<file path="src/rtl/seq_disp_pkg.sv">
// Shared types and constants for the sequence display stage.
// Holds the FSM encoding, the active-low segment codes and default sequence bounds.
package seq_disp_pkg;

    typedef enum logic [1:0] {
        IDLE,
        SHOW,
        FLASH_OFF,
        FLASH_ON
    } state_e;

    localparam int DEF_START_VAL = 5;
    localparam int DEF_END_VAL   = 8;

    // Active-low, bit order {g,f,e,d,c,b,a}
    localparam logic [6:0] SEG_BLANK = 7'b1111111;
    localparam logic [6:0] SEG_0     = 7'b1000000;
    localparam logic [6:0] SEG_1     = 7'b1111001;
    localparam logic [6:0] SEG_2     = 7'b0100100;
    localparam logic [6:0] SEG_3     = 7'b0110000;
    localparam logic [6:0] SEG_4     = 7'b0011001;
    localparam logic [6:0] SEG_5     = 7'b0010010;
    localparam logic [6:0] SEG_6     = 7'b0000010;
    localparam logic [6:0] SEG_7     = 7'b1111000;
    localparam logic [6:0] SEG_8     = 7'b0000000;
    localparam logic [6:0] SEG_9     = 7'b0010000;

endpackage

</file>
<file path="src/rtl/seq_disp_ctrl_seg7.sv">
// BCD digit to active-low 7-segment decoder with a blanking input.
// Codes above 9 are shown blank.
module seg7_dec_bcd
    import seq_disp_pkg::*;
(
    input  logic [3:0] bcd_i,
    input  logic       blank_i,
    output logic [6:0] seg_o
);

    always_comb begin
        seg_o = SEG_BLANK;
        if (!blank_i) begin
            case (bcd_i)
                4'd0:    seg_o = SEG_0;
                4'd1:    seg_o = SEG_1;
                4'd2:    seg_o = SEG_2;
                4'd3:    seg_o = SEG_3;
                4'd4:    seg_o = SEG_4;
                4'd5:    seg_o = SEG_5;
                4'd6:    seg_o = SEG_6;
                4'd7:    seg_o = SEG_7;
                4'd8:    seg_o = SEG_8;
                4'd9:    seg_o = SEG_9;
                default: seg_o = SEG_BLANK;
            endcase
        end
    end

endmodule

</file>
<file path="src/rtl/seq_disp_ctrl.sv">
// Display stage for the sequence player: captures values, shows two digits,
// and flashes the display for a fixed time whenever the sequence wraps.
module seq_disp_ctrl
    import seq_disp_pkg::*;
#(
    parameter int N            = 4,
    parameter int START_VAL    = DEF_START_VAL,
    parameter int END_VAL      = DEF_END_VAL,
    parameter int FLASH_CYCLES = 4
) (
    input  logic         clk_500ms,
    input  logic         reset,
    input  logic [N-1:0] val_in,
    input  logic         val_valid,
    input  logic         dir_up,
    output logic [6:0]   seg1,
    output logic [6:0]   seg0,
    output logic         wrap,
    output logic         busy
);

    localparam int CW = $clog2(FLASH_CYCLES) + 1;

    state_e          state_q, state_d;
    logic [N-1:0]    val_q;
    logic            have_q;
    logic [CW-1:0]   cnt_q, cnt_d;
    logic            wrap_q;
    logic            is_wrap;
    logic            show;
    logic            tens;
    logic [N-1:0]    units;

    // At the capture edge val_q still holds the previous value
    assign is_wrap = val_valid && have_q &&
        (( dir_up && val_q == N'(END_VAL)   && val_in == N'(START_VAL)) ||
         (!dir_up && val_q == N'(START_VAL) && val_in == N'(END_VAL)));

    always_ff @(posedge clk_500ms or posedge reset) begin
        if (reset) begin
            state_q <= IDLE;
            val_q   <= '0;
            have_q  <= 1'b0;
            cnt_q   <= '0;
            wrap_q  <= 1'b0;
        end else begin
            state_q <= state_d;
            cnt_q   <= cnt_d;
            wrap_q  <= is_wrap;
            if (val_valid) begin
                val_q  <= val_in;
                have_q <= 1'b1;
            end
        end
    end

    always_comb begin
        state_d = state_q;
        cnt_d   = cnt_q;
        case (state_q)
            IDLE: begin
                if (val_valid) state_d = SHOW;
            end
            SHOW: ;
            FLASH_OFF: begin
                state_d = FLASH_ON;
                cnt_d   = cnt_q - 1'b1;
            end
            FLASH_ON: begin
                if (cnt_q != '0) begin
                    state_d = FLASH_OFF;
                    cnt_d   = cnt_q - 1'b1;
                end else begin
                    state_d = SHOW;
                end
            end
            default: state_d = IDLE;
        endcase
        if (is_wrap) begin
            state_d = FLASH_OFF;
            cnt_d   = CW'(FLASH_CYCLES - 1);
        end
    end

    assign show  = (state_q == SHOW) || (state_q == FLASH_ON);
    assign tens  = (val_q >= N'(10));
    assign units = tens ? val_q - N'(10) : val_q;

    seg7_dec_bcd u_tens (
        .bcd_i   ({3'b000, tens}),
        .blank_i (!show || !tens),
        .seg_o   (seg1)
    );

    seg7_dec_bcd u_units (
        .bcd_i   (units[3:0]),
        .blank_i (!show),
        .seg_o   (seg0)
    );

    assign wrap = wrap_q;
    assign busy = (state_q == FLASH_OFF) || (state_q == FLASH_ON);

endmodule

</file>
<file path="config.mk">
export PLATFORM = sky130hd
export DESIGN_NAME = seq_disp_ctrl
export DESIGN_NICKNAME = d
export VERILOG_FILES = /design/src/rtl/seq_disp_pkg.sv /design/src/rtl/seq_disp_ctrl_seg7.sv /design/src/rtl/seq_disp_ctrl.sv
export SDC_FILE = /design/constraint.sdc
export NUM_CORES = 1
export LEC_CHECK = 0
export ABC_AREA = 1
export ABC_CLOCK_PERIOD_IN_PS = 1300
export BUFFER_PORTS_ARGS = -buffer_cell sky130_fd_sc_hd__buf_2
export CAP_MARGIN = 20
export CORE_AREA = 4 4 50 52
export CTS_CLUSTER_DIAMETER = 30
export CTS_CLUSTER_SIZE = 28
export DETAILED_ROUTE_END_ITERATION = 8
export DIE_AREA = 0 0 54 56
export GPL_ROUTABILITY_DRIVEN = 0
export PLACE_DENSITY = 0.71
export REMOVE_ABC_BUFFERS = 1
export SETUP_SLACK_MARGIN = 0.2
export SYNTH_ARGS = -nofsm -noshare
export SYNTH_HDL_FRONTEND = slang
export SYNTH_SLANG_ARGS = --single-unit
</file>
<file path="constraint.sdc">
create_clock -name clk_500ms -period 1.3 [get_ports clk_500ms]
set_input_delay 0.195 -clock clk_500ms [delete_from_list [all_inputs] [get_ports clk_500ms]]
set_output_delay 0.195 -clock clk_500ms [all_outputs]
set_load 0.01 [all_outputs]
</file>
==> results_dict.tcl, run 1 <==
set metrics [dict create \
    firstDrtPassIters 4 \
    wl_per_cell_um 11.52 \
    hold_path_depth 3 \
    cts_tree "built" \
    fin_util_pct 61.79 \
    required_ps 1110 \
    hp-class "primary input to register" \
    synth.top_cells.by_count "nand2_1 (28), inv_1 (16), nand3_1 (15), dfrtp_1 (11), buf_4 (8)" \
    synth.area.top_cells "dfrtp_1 (30%), nand2_1 (12%), ha_1 (8.3%), nand3_1 (8.3%), buf_4 (6.6%)" \
    synth-edff-count 0 \
    die_h_um 56 \
    vias_per_cell 4.722 \
    syn_inst 121 \
    period_share_pct 139.4 \
    hold-worst-slack_ps 125.8 \
    finalWorstSetupSlack_ps -511.6 \
    hold_violations 0 \
    final.setup_skew_ps 3.114 \
    cp-end-kind "output port" \
    cts.reportedPaths.clkPinSlew_ps 70 \
    clock.fmax_mhz 552.0 \
    first_iter_violations 16 \
    ios 24 \
    start_util_pct 43.20 \
    crit_arrival_ps 1620 \
    synth-simple-area-share_pct 36.04 \
    h-tree-depth 1 \
    num_vias 883 \
    yosysTopAreaCellShare_pct 30.26 \
    grt.overflow.total 0 \
    coreArea_sq_mm 0.002106 \
    clk_path_buf_depth 2 \
    ys_seq_area_share_pct 30.26 \
    outcome "complete, but fails checks" \
    violations "negative setup slack" \
    dpl.cell_count 178 \
    drcViolationCount 0 \
    cpPeakStageDelay_ps 400 \
    io_buffers 18 \
    critPathMaxFanout 4 \
    period_needed_ps 1812 \
    synth_compound_area_share_pct 9.354 \
    ant_nets 0 \
    die_area_sq_mm 0.003024 \
    final_cell_count_no_fill 187 \
    diodes 0 \
    synthAdderAreaFrac_pct 8.253 \
    async_flop_share_pct 100.0 \
    reg2regPathDepth 7 \
    grt_first_pass_wirelength_um 3470 \
    synth_mux_area_share_pct 0 \
    fp-row-count 17 \
    yosysTopAreaCell "dfrtp_1" \
    syn_area_per_cell_sq_um 7.518 \
    crit_type "register to output port" \
    start_kind "register" \
    ir_drop_uv 1151 \
    die_width_um 54 \
    synth_warnings 0 \
    ys.flop_type "dfrtp_1" \
    critical-path-slowest-cell "dfrtp_1" \
    synth_top_family_by_area "simple AND/OR/NAND/NOR gates" \
    hpwlAfterDp_um 1565 \
    synth_cell_type_count 25 \
    synth-xor-area-share_pct 0 \
    slew_violations 0 \
    ctsRootBufferMaster "clkbuf_4" \
    track_usage_pct 15.12 \
    layout-drive-gt1-share_pct 47.80 \
    syn2layout_area_growth_pct 43.05 \
    wirelength_um 2155 \
    rsz0062_at_grt "yes" \
    grt_max_degree 12 \
    leakage_uw 0.0006917 \
    grt_antenna_before_repair 0 \
    synth_most_common_cell "nand2_1" \
    worstSkewPairLatency_ps 270 \
    drv_cap 0 \
    ys_ff_latch 11 \
    fin_nets 174 \
    syn_area_sq_um 909.6 \
    worstPathCellList "inv_2 -> nand3_2 -> nand2_4 -> ha_4 -> or2_0 -> nand2_1 -> buf_2" \
    setup_viol 12 \
    cts_buffers 3 \
    powerDensity_mw_per_mm2 1404 \
    grt_pass1_vias 874 \
    clock_sinks 11 \
]
## placed cells by master, fill, tap and decap left out, drive strengths merged, types with 4 or more instances in the layout
cell type	instances
o21ai	5
dfrtp	11
or2	4
conb	5
inv	21
buf	38
nand2	33
clkbuf	4
nor2	6
ha	6
nand3	16
## sequential cells by signal, indices dropped and copies added (netlist names)
name,cells
val_q,4
have_q,1
state_q,2
cnt_q,3
wrap,1
## cell families after synthesis
kind of cell	Yosys count
buf+inv	30
fa+ha+maj	6
simple gates	63
flops	11
compound gates	10
other cells	1
## stage by stage
stage / power (uW) / TNS (ps) / worst slack, ps / cell area [sq um]
floorplan: 1041 / -1513 / -227.8 / 860.8
global placement: 1337 / -1548 / -250.9 / 1106
detailed placement: 1377 / -1913 / -292.9 / 1106
CTS: 1748 / -3956 / -546.6 / 1222
global route: 1984 / -4898 / -596.6 / 1301
finish: 1826 / -3913 / -511.6 / 1301
## repair_timing
action,4_1_cts,5_1_grt
endpoints found under the hold margin,11,0
hold buffers,1,0
endpoints found under the setup margin,15,15
resized for setup,14,15
setup buffers,1,3
pin swaps,13,21
## cell type report
cell class | instances | area (sq um)
fill | 193 | 804.5
clock buffer | 4 | 26.28
timing repair buffer | 39 | 266.5
multi-input combinational | 84 | 615.6
tap | 28 | 35.03
sequential | 11 | 276.5
inverter | 21 | 81.33
## report_power, final
group / total [uW] / switching (uW) / internal, uW
clock network: 236 / 117 / 119
registers: 509 / 81.8 / 427
logic: 1080 / 573 / 508
## metal layers
metal / part of all wire, % / track usage, % / vias up / routed length (um)
met4: 1.6 / 6.762 / 0 / 35
met1: 42 / 17.02 / 407 / 898
li1: - / - / 442 / -
met5: 0 / 0 / - / 0
met2: 51 / 26.47 / 29 / 1109
met3: 5.2 / 2.681 / 5 / 112
## final timing paths
check	start	endpoint	slack [ps]
worst max-delay path	val_q[1]	seg0[1]	-510
worst min register to register	cnt_q[1]	cnt_q[1]	510
max in group asynchronous	reset	val_q[3]	520
worst max register to register	cnt_q[0]	cnt_q[0]	-70
min in group asynchronous	reset	have_q	460
worst min-delay path	val_valid	have_q	130
## worst max-delay path: cells and delay by family (launching register included)
kind          cells  cell delay (ps)
fa+ha+maj         1              200
buf+inv           2              220
flops             1              400
simple gates      4              510
(Power assumes the default switching activity.)
==> inputs of run 2 (changes only) <==
--- a/config.mk
+++ b/config.mk
@@ -9,15 +9,18 @@
 export ABC_CLOCK_PERIOD_IN_PS = 1300
 export BUFFER_PORTS_ARGS = -buffer_cell sky130_fd_sc_hd__buf_2
 export CAP_MARGIN = 20
-export CORE_AREA = 4 4 50 52
+export CORE_AREA = 4 4 52 54
 export CTS_CLUSTER_DIAMETER = 30
 export CTS_CLUSTER_SIZE = 28
 export DETAILED_ROUTE_END_ITERATION = 8
-export DIE_AREA = 0 0 54 56
+export DIE_AREA = 0 0 56 58
 export GPL_ROUTABILITY_DRIVEN = 0
-export PLACE_DENSITY = 0.71
+export GPL_TIMING_DRIVEN = 0
+export PLACE_DENSITY = 0.73
 export REMOVE_ABC_BUFFERS = 1
 export SETUP_SLACK_MARGIN = 0.2
+export SLEW_MARGIN = 10
 export SYNTH_ARGS = -nofsm -noshare
 export SYNTH_HDL_FRONTEND = slang
+export SYNTH_HIERARCHICAL = 1
 export SYNTH_SLANG_ARGS = --single-unit
==> run 2 against run 1 <==
The flow still finishes with violations (negative setup slack). Wire length increased by 27%. Fmax decreased by 8.9%. Register-to-register slack about the same. Setup slack got worse by 180 ps. Non-clock buffer count increased by 1. Largest cell class unchanged. Clock skew increased by 4.7 ps. Count of clock-buffer cells in the layout unchanged.
==> results_dict.tcl, run 2 <==
set metrics [dict create \
    crit_end "seg0[4]" \
    cts_tree "built" \
    p_comb_share_pct 63.4 \
    synth-edff-count 0 \
    synth_compound_area_share_pct 8.082 \
    pwr-share-seq_pct 25.1 \
    grt_first_pass_wirelength_um 4064 \
    r2r-start "cnt_q[1]" \
    clock.fmax_mhz 502.8 \
    violations "negative setup slack" \
    leakage_uw 0.0008550 \
    synth.area.top_cells "dfrtp_1 (27%), nand2_1 (17%), ha_1 (16%), inv_1 (12%), nand3_1 (7.2%)" \
    crit_arrival_ps 1790 \
    synthAdderAreaFrac_pct 15.68 \
    yosysTopAreaCell "dfrtp_1" \
    final_common_cell "nand2_1" \
    cts.reportedPaths.clkPinSlew_ps 70 \
    ys_seq_area_share_pct 26.54 \
    drcViolationCount 0 \
    track_usage_pct 15.53 \
    setup_viol 17 \
    die_width_um 56 \
    ir_drop_uv 1142 \
    slew_violations 0 \
    die_area_sq_mm 0.003248 \
    grt.overflow.total 0 \
    top_regs "val_q x4, cnt_q x3, state_q x2" \
    ctsRootBufferMaster "clkbuf_4" \
    start_util_pct 46.89 \
    synth_most_common_cell "nand2_1" \
    coreArea_sq_mm 0.002212 \
    grt_max_degree 12 \
    dpl-instance-area_sq_mm 0.001216 \
    grt_pass1_vias 971 \
    clk_path_buf_depth 2 \
    synth_top_family_by_area "simple AND/OR/NAND/NOR gates" \
    ant_nets 0 \
    synth_mux_area_share_pct 0 \
    sw_frac_of_total_pct 45.95 \
    wirelength_um 2730 \
    r2r_end "cnt_q[0]" \
    vias_per_cell 4.616 \
    hp-class "primary input to register" \
    h-tree-depth 1 \
    wl_met1_um 1088 \
    p_total_uw 2090 \
    p_int_uw 1130 \
    first_iter_violations 33 \
    num-fill-cells 156 \
    critPathMaxFanout 5 \
    synth-xor-area-share_pct 0.8444 \
    clock_sinks 11 \
    period_share_pct 153.0 \
    rsz0062_at_grt "yes" \
    timing.critical_path.from "val_q[1]" \
    power_switching_uw 960.2 \
    syn_area_sq_mm 0.001037 \
    reg2regPathDepth 8 \
    outcome "complete, but fails checks" \
    hold_violations 0 \
    start_kind "register" \
    hpwlAfterDp_um 1594 \
    io_buffers 22 \
    layout-drive-gt1-share_pct 47.85 \
    wl_per_cell_um 11.52 \
    postLayoutCellArea_sq_mm 0.001630 \
    async_flop_share_pct 100.0 \
    routed.top_layer "met4" \
    powerDensity_mw_per_mm2 1282 \
    fin_nets 231 \
    required_ps 1110 \
    worstSkewPairLatency_ps 280 \
    ys_ff_latch 11 \
    ys.flop_type "dfrtp_1" \
    reg2reg_setup_slack_ps -60 \
    layout_common_cells "nand2_1 (37), inv_1 (22), buf_2 (21)" \
    die_h_um 58 \
    syn2layout_area_growth_pct 57.18 \
    syn_area_per_cell_sq_um 6.692 \
    regMostFlops "val_q" \
    yosysTopAreaCellShare_pct 26.54 \
    synth-simple-area-share_pct 34.02 \
    cts_buffers 3 \
    wl_met2_um 1503 \
    largest_reg_flops 4 \
    grt_antenna_before_repair 0 \
    crit_type "register to output port" \
    dp_slack_ps -790.4 \
    finalWorstSetupSlack_ps -689.0 \
    met3_length_um 110 \
    synth_cell_type_count 23 \
    pwr-share-clk_pct 11.5 \
    cp-end-kind "output port" \
    firstDrtPassIters 4 \
    syn_inst 155 \
    ios 24 \
    num_vias 1094 \
    synth_warnings 6 \
    final.setup_skew_ps 7.824 \
    period_needed_ps 1989 \
    diodes 0 \
    drv_cap 0 \
    synth.top_cells.by_count "nand2_1 (47), inv_1 (32), nand3_1 (15), ha_1 (13), dfrtp_1 (11)" \
    fp-row-count 17 \
]
## run 2: power groups by stage
stage | combinational [uW] | clock (uW) | sequential [uW]
6_report | 1320 | 239 | 526
5_1_grt | 1470 | 269 | 535
4_1_cts | 1070 | 240 | 498
3_3_place_gp | 839 | 0 | 492
2_1_floorplan | 621 | 0 | 492
3_5_place_dp | 873 | 0 | 495
## run 2: kinds of logic (layout without fill, tap and decap cells)
logic type | Yosys count | after routing
simple gates | 77 | 77
buf+inv | 39 | 81
fa+ha+maj | 13 | 13
compound gates | 13 | 13
flops | 11 | 11
other cells | 1 | 13
xor+xnor | 1 | 1
## run 2: metal layers
layer,global-route usage (%),vias to the layer above
li1,-,562
met1,17.35,505
met2,29.38,22
met3,2.004,5
met4,6.780,0
met5,0,-
## run 2: area by class of cell
class / count / area, sq um / share of cell area [%]
well taps: 28 / 35.03 / 2.149
repair buffers: 40 / 272.8 / 16.73
clock buffers: 4 / 26.28 / 1.612
multi-input cells: 117 / 872.1 / 53.49
flip-flops and latches: 11 / 277.8 / 17.04
inverters: 37 / 146.4 / 8.979
## run 2: worst min path at each step
stage,start,endpoint,depth (start not counted)
2_1_floorplan,reset,cnt_q[0],1
3_3_place_gp,reset,wrap,2
3_5_place_dp,reset,have_q,2
4_1_cts,val_in[0],val_q[0],3
5_1_grt,val_in[0],val_q[0],3
6_report,val_in[0],val_q[0],3
## run 2: worst max-delay path, cell delays in order (launching register included)
cell and delay, ps:
dfrtp_1 390, inv_2 100, nand2_2 80, nand2_2 80, inv_2 50, nand2_4 70
o21ai_4 90, inv_4 100, ha_4 120, nand2_1 70, a21oi_1 150, nand2_1 60
buf_2 130
## run 2: timing repair
item / in CTS / in global routing
setup buffers: 10 / 7
resized for setup: 32 / 35
hold endpoints to repair: 11 / 0
hold buffers: 1 / 0
pin swaps: 11 / 20
setup endpoints to repair: 18 / 19
## run 2: per-stage QoR
step	cells	setup TNS, ps	hold WS [ps]	util, %
2_1_floorplan	165	-2738	47.44	-
3_3_place_gp	215	-5277	198.5	54.98
3_5_place_dp	215	-5835	208.9	54.98
4_1_cts	230	-6527	166.2	64.65
5_1_grt	237	-10310	213.7	73.70
6_report	237	-8546	164.9	73.70
==> inputs of run 3 (changes only) <==
--- a/config.mk
+++ b/config.mk
@@ -7,7 +7,7 @@
 export LEC_CHECK = 0
 export ABC_AREA = 1
 export ABC_CLOCK_PERIOD_IN_PS = 1300
-export BUFFER_PORTS_ARGS = -buffer_cell sky130_fd_sc_hd__buf_2
+export BUFFER_PORTS_ARGS = -buffer_cell sky130_fd_sc_hd__clkbuf_2
 export CAP_MARGIN = 20
 export CORE_AREA = 4 4 52 54
 export CTS_CLUSTER_DIAMETER = 30
==> run 3 against run 2 <==
Power down 9.3%. Critical path depth unchanged. Clock skew shrank 2.9 ps. Count of clock-buffer cells in the layout stayed put. Non-clock buffer count down 6. First-iteration DRC count down 27%. The run still ends with negative setup slack left. Combinational power shrank 12%. Hold slack improved by 16 ps. Die area stayed put. Global-route usage fell by 0.73 points. Largest power group unchanged. Wire length shrank 9.7%.
==> results_dict.tcl, run 3 (synthesis results as in run 2) <==
set metrics [dict create \
    required_ps 1110 \
    hpwlAfterDp_um 1655 \
    drv_cap 0 \
    regMostFlops "val_q" \
    start_util_pct 46.89 \
    slew_violations 0 \
    worstSkewPairLatency_ps 260 \
    layout_common_cells "nand2_1 (41), inv_1 (24), clkbuf_2 (18)" \
    start_kind "register" \
    layout-drive-gt1-share_pct 38.42 \
    io_buffers 22 \
    cp-end-kind "output port" \
    grt.met2_usage_pct 27.55 \
    num_vias 1050 \
    die_area_sq_mm 0.003248 \
    crit_type "register to output port" \
    dp_slack_ps -805.6 \
    vias_per_cell 4.545 \
    multi_input_area_sq_um 753.2 \
    coreArea_sq_mm 0.002212 \
    cts_tree "built" \
    rsz0062_at_grt "yes" \
    setup_viol 13 \
    drcViolationCount 0 \
    die_width_um 56 \
    cts_buffers 3 \
    finalWorstSetupSlack_ps -654.6 \
    clock.fmax_mhz 511.6 \
    clock_sinks 11 \
    h-tree-depth 1 \
    grt_antenna_before_repair 0 \
    grt_pass1_vias 958 \
    ctsRootBufferMaster "clkbuf_4" \
    powerDensity_mw_per_mm2 1314 \
    outcome "complete, but fails checks" \
    hp-class "primary input to register" \
    largest_reg_flops 4 \
    period_share_pct 150.4 \
    track_usage_pct 14.80 \
    die_h_um 58 \
    num-fill-cells 189 \
    hold_violations 0 \
    grtUsageMet1_pct 16.98 \
    finalSetupTns_ps -7269 \
    crit_arrival_ps 1760 \
    grt_first_pass_wirelength_um 3939 \
    fp-row-count 17 \
    fin_nets 225 \
    wirelength_um 2465 \
    leakage_uw 0.0008028 \
    top_regs "val_q x4, cnt_q x3, state_q x2" \
    regArea_sq_um 277.8 \
    ios 24 \
    diodes 0 \
    firstDrtPassIters 5 \
    grt_max_degree 12 \
    grt.overflow.total 0 \
    first_iter_violations 24 \
    final_common_cell "nand2_1" \
    clk_path_buf_depth 2 \
    period_needed_ps 1955 \
    ant_nets 0 \
    wl_per_cell_um 10.67 \
    cts.reportedPaths.clkPinSlew_ps 70 \
    ir_drop_uv 962.2 \
    top_usage_layer "met2" \
    syn2layout_area_growth_pct 39.08 \
    critPathMaxFanout 5 \
    violations "negative setup slack" \
    use_met3_pct 2.895 \
    final.setup_skew_ps 4.880 \
]
run 3: cell count changes in the layout (fill, tap and decap cells not counted), sizes merged:
cell,change
clkbuf,+18
buf,-24
run 3: repair_timing:
item / 4_1_cts / 5_1_grt
buffers inserted: 10 / 1
endpoints found under the setup margin: 18 / 20
gates resized for setup: 28 / 12
endpoints found under the hold margin: 11 / 0
hold buffers: 1 / 0
pin swaps: 5 / 10
run 3: worst paths after layout:
path                            from        to  slack [ps]  cells past startpoint
min in group asynchronous      reset  val_q[0]         440                      3
min                        val_in[2]  val_q[2]         180                      3
max                         val_q[1]   seg0[3]        -650                     12
max in group asynchronous      reset  val_q[3]         540                      3
min reg2reg                   have_q    have_q         460                      1
max reg2reg                 cnt_q[0]  cnt_q[0]           0                      8
run 3: area by class of cell:
type                       count  area share, %
inverter                      37          9.974
clock buffer                   4          1.821
sequential                    11          19.25
tap                           28          2.428
timing repair buffer          34          14.31
multi-input combinational    117          52.21
run 3: through the flow:
step	utilization, %	instance area [sq um]	power, uW	hold WS, ps	cells
after floorplan	-	1071	1113	47.44	165
after global placement	54.98	1216	1335	180.6	215
after detailed placement	54.98	1216	1389	191.5	215
after CTS	63.57	1406	1842	176.8	230
after global routing	65.21	1443	2084	212.1	231
final	65.21	1443	1896	181.3	231
run 3: critical path: stages (launching register included):
cell and delay [ps]:
dfrtp_1 390, inv_2 70, nand2_2 80, nand2_2 60, inv_2 70, nand2_2 70
o21ai_4 100, inv_2 100, ha_4 270, nand2_2 50, nand3_2 60, nand2_1 50
buf_2 140
run 3: layer usage:
layer  wire length, um  vias to the layer above
met3               145                        8
met2              1256                       38
met5                 0                        -
met1              1028                      455
li1                  -                      549
met4                34                        0
run 3: power by group:
part	leakage, uW	internal, uW	switching (uW)
logic	0.000661	492	669
clock network	0.0000150	118	111
registers	0.000127	429	74.9
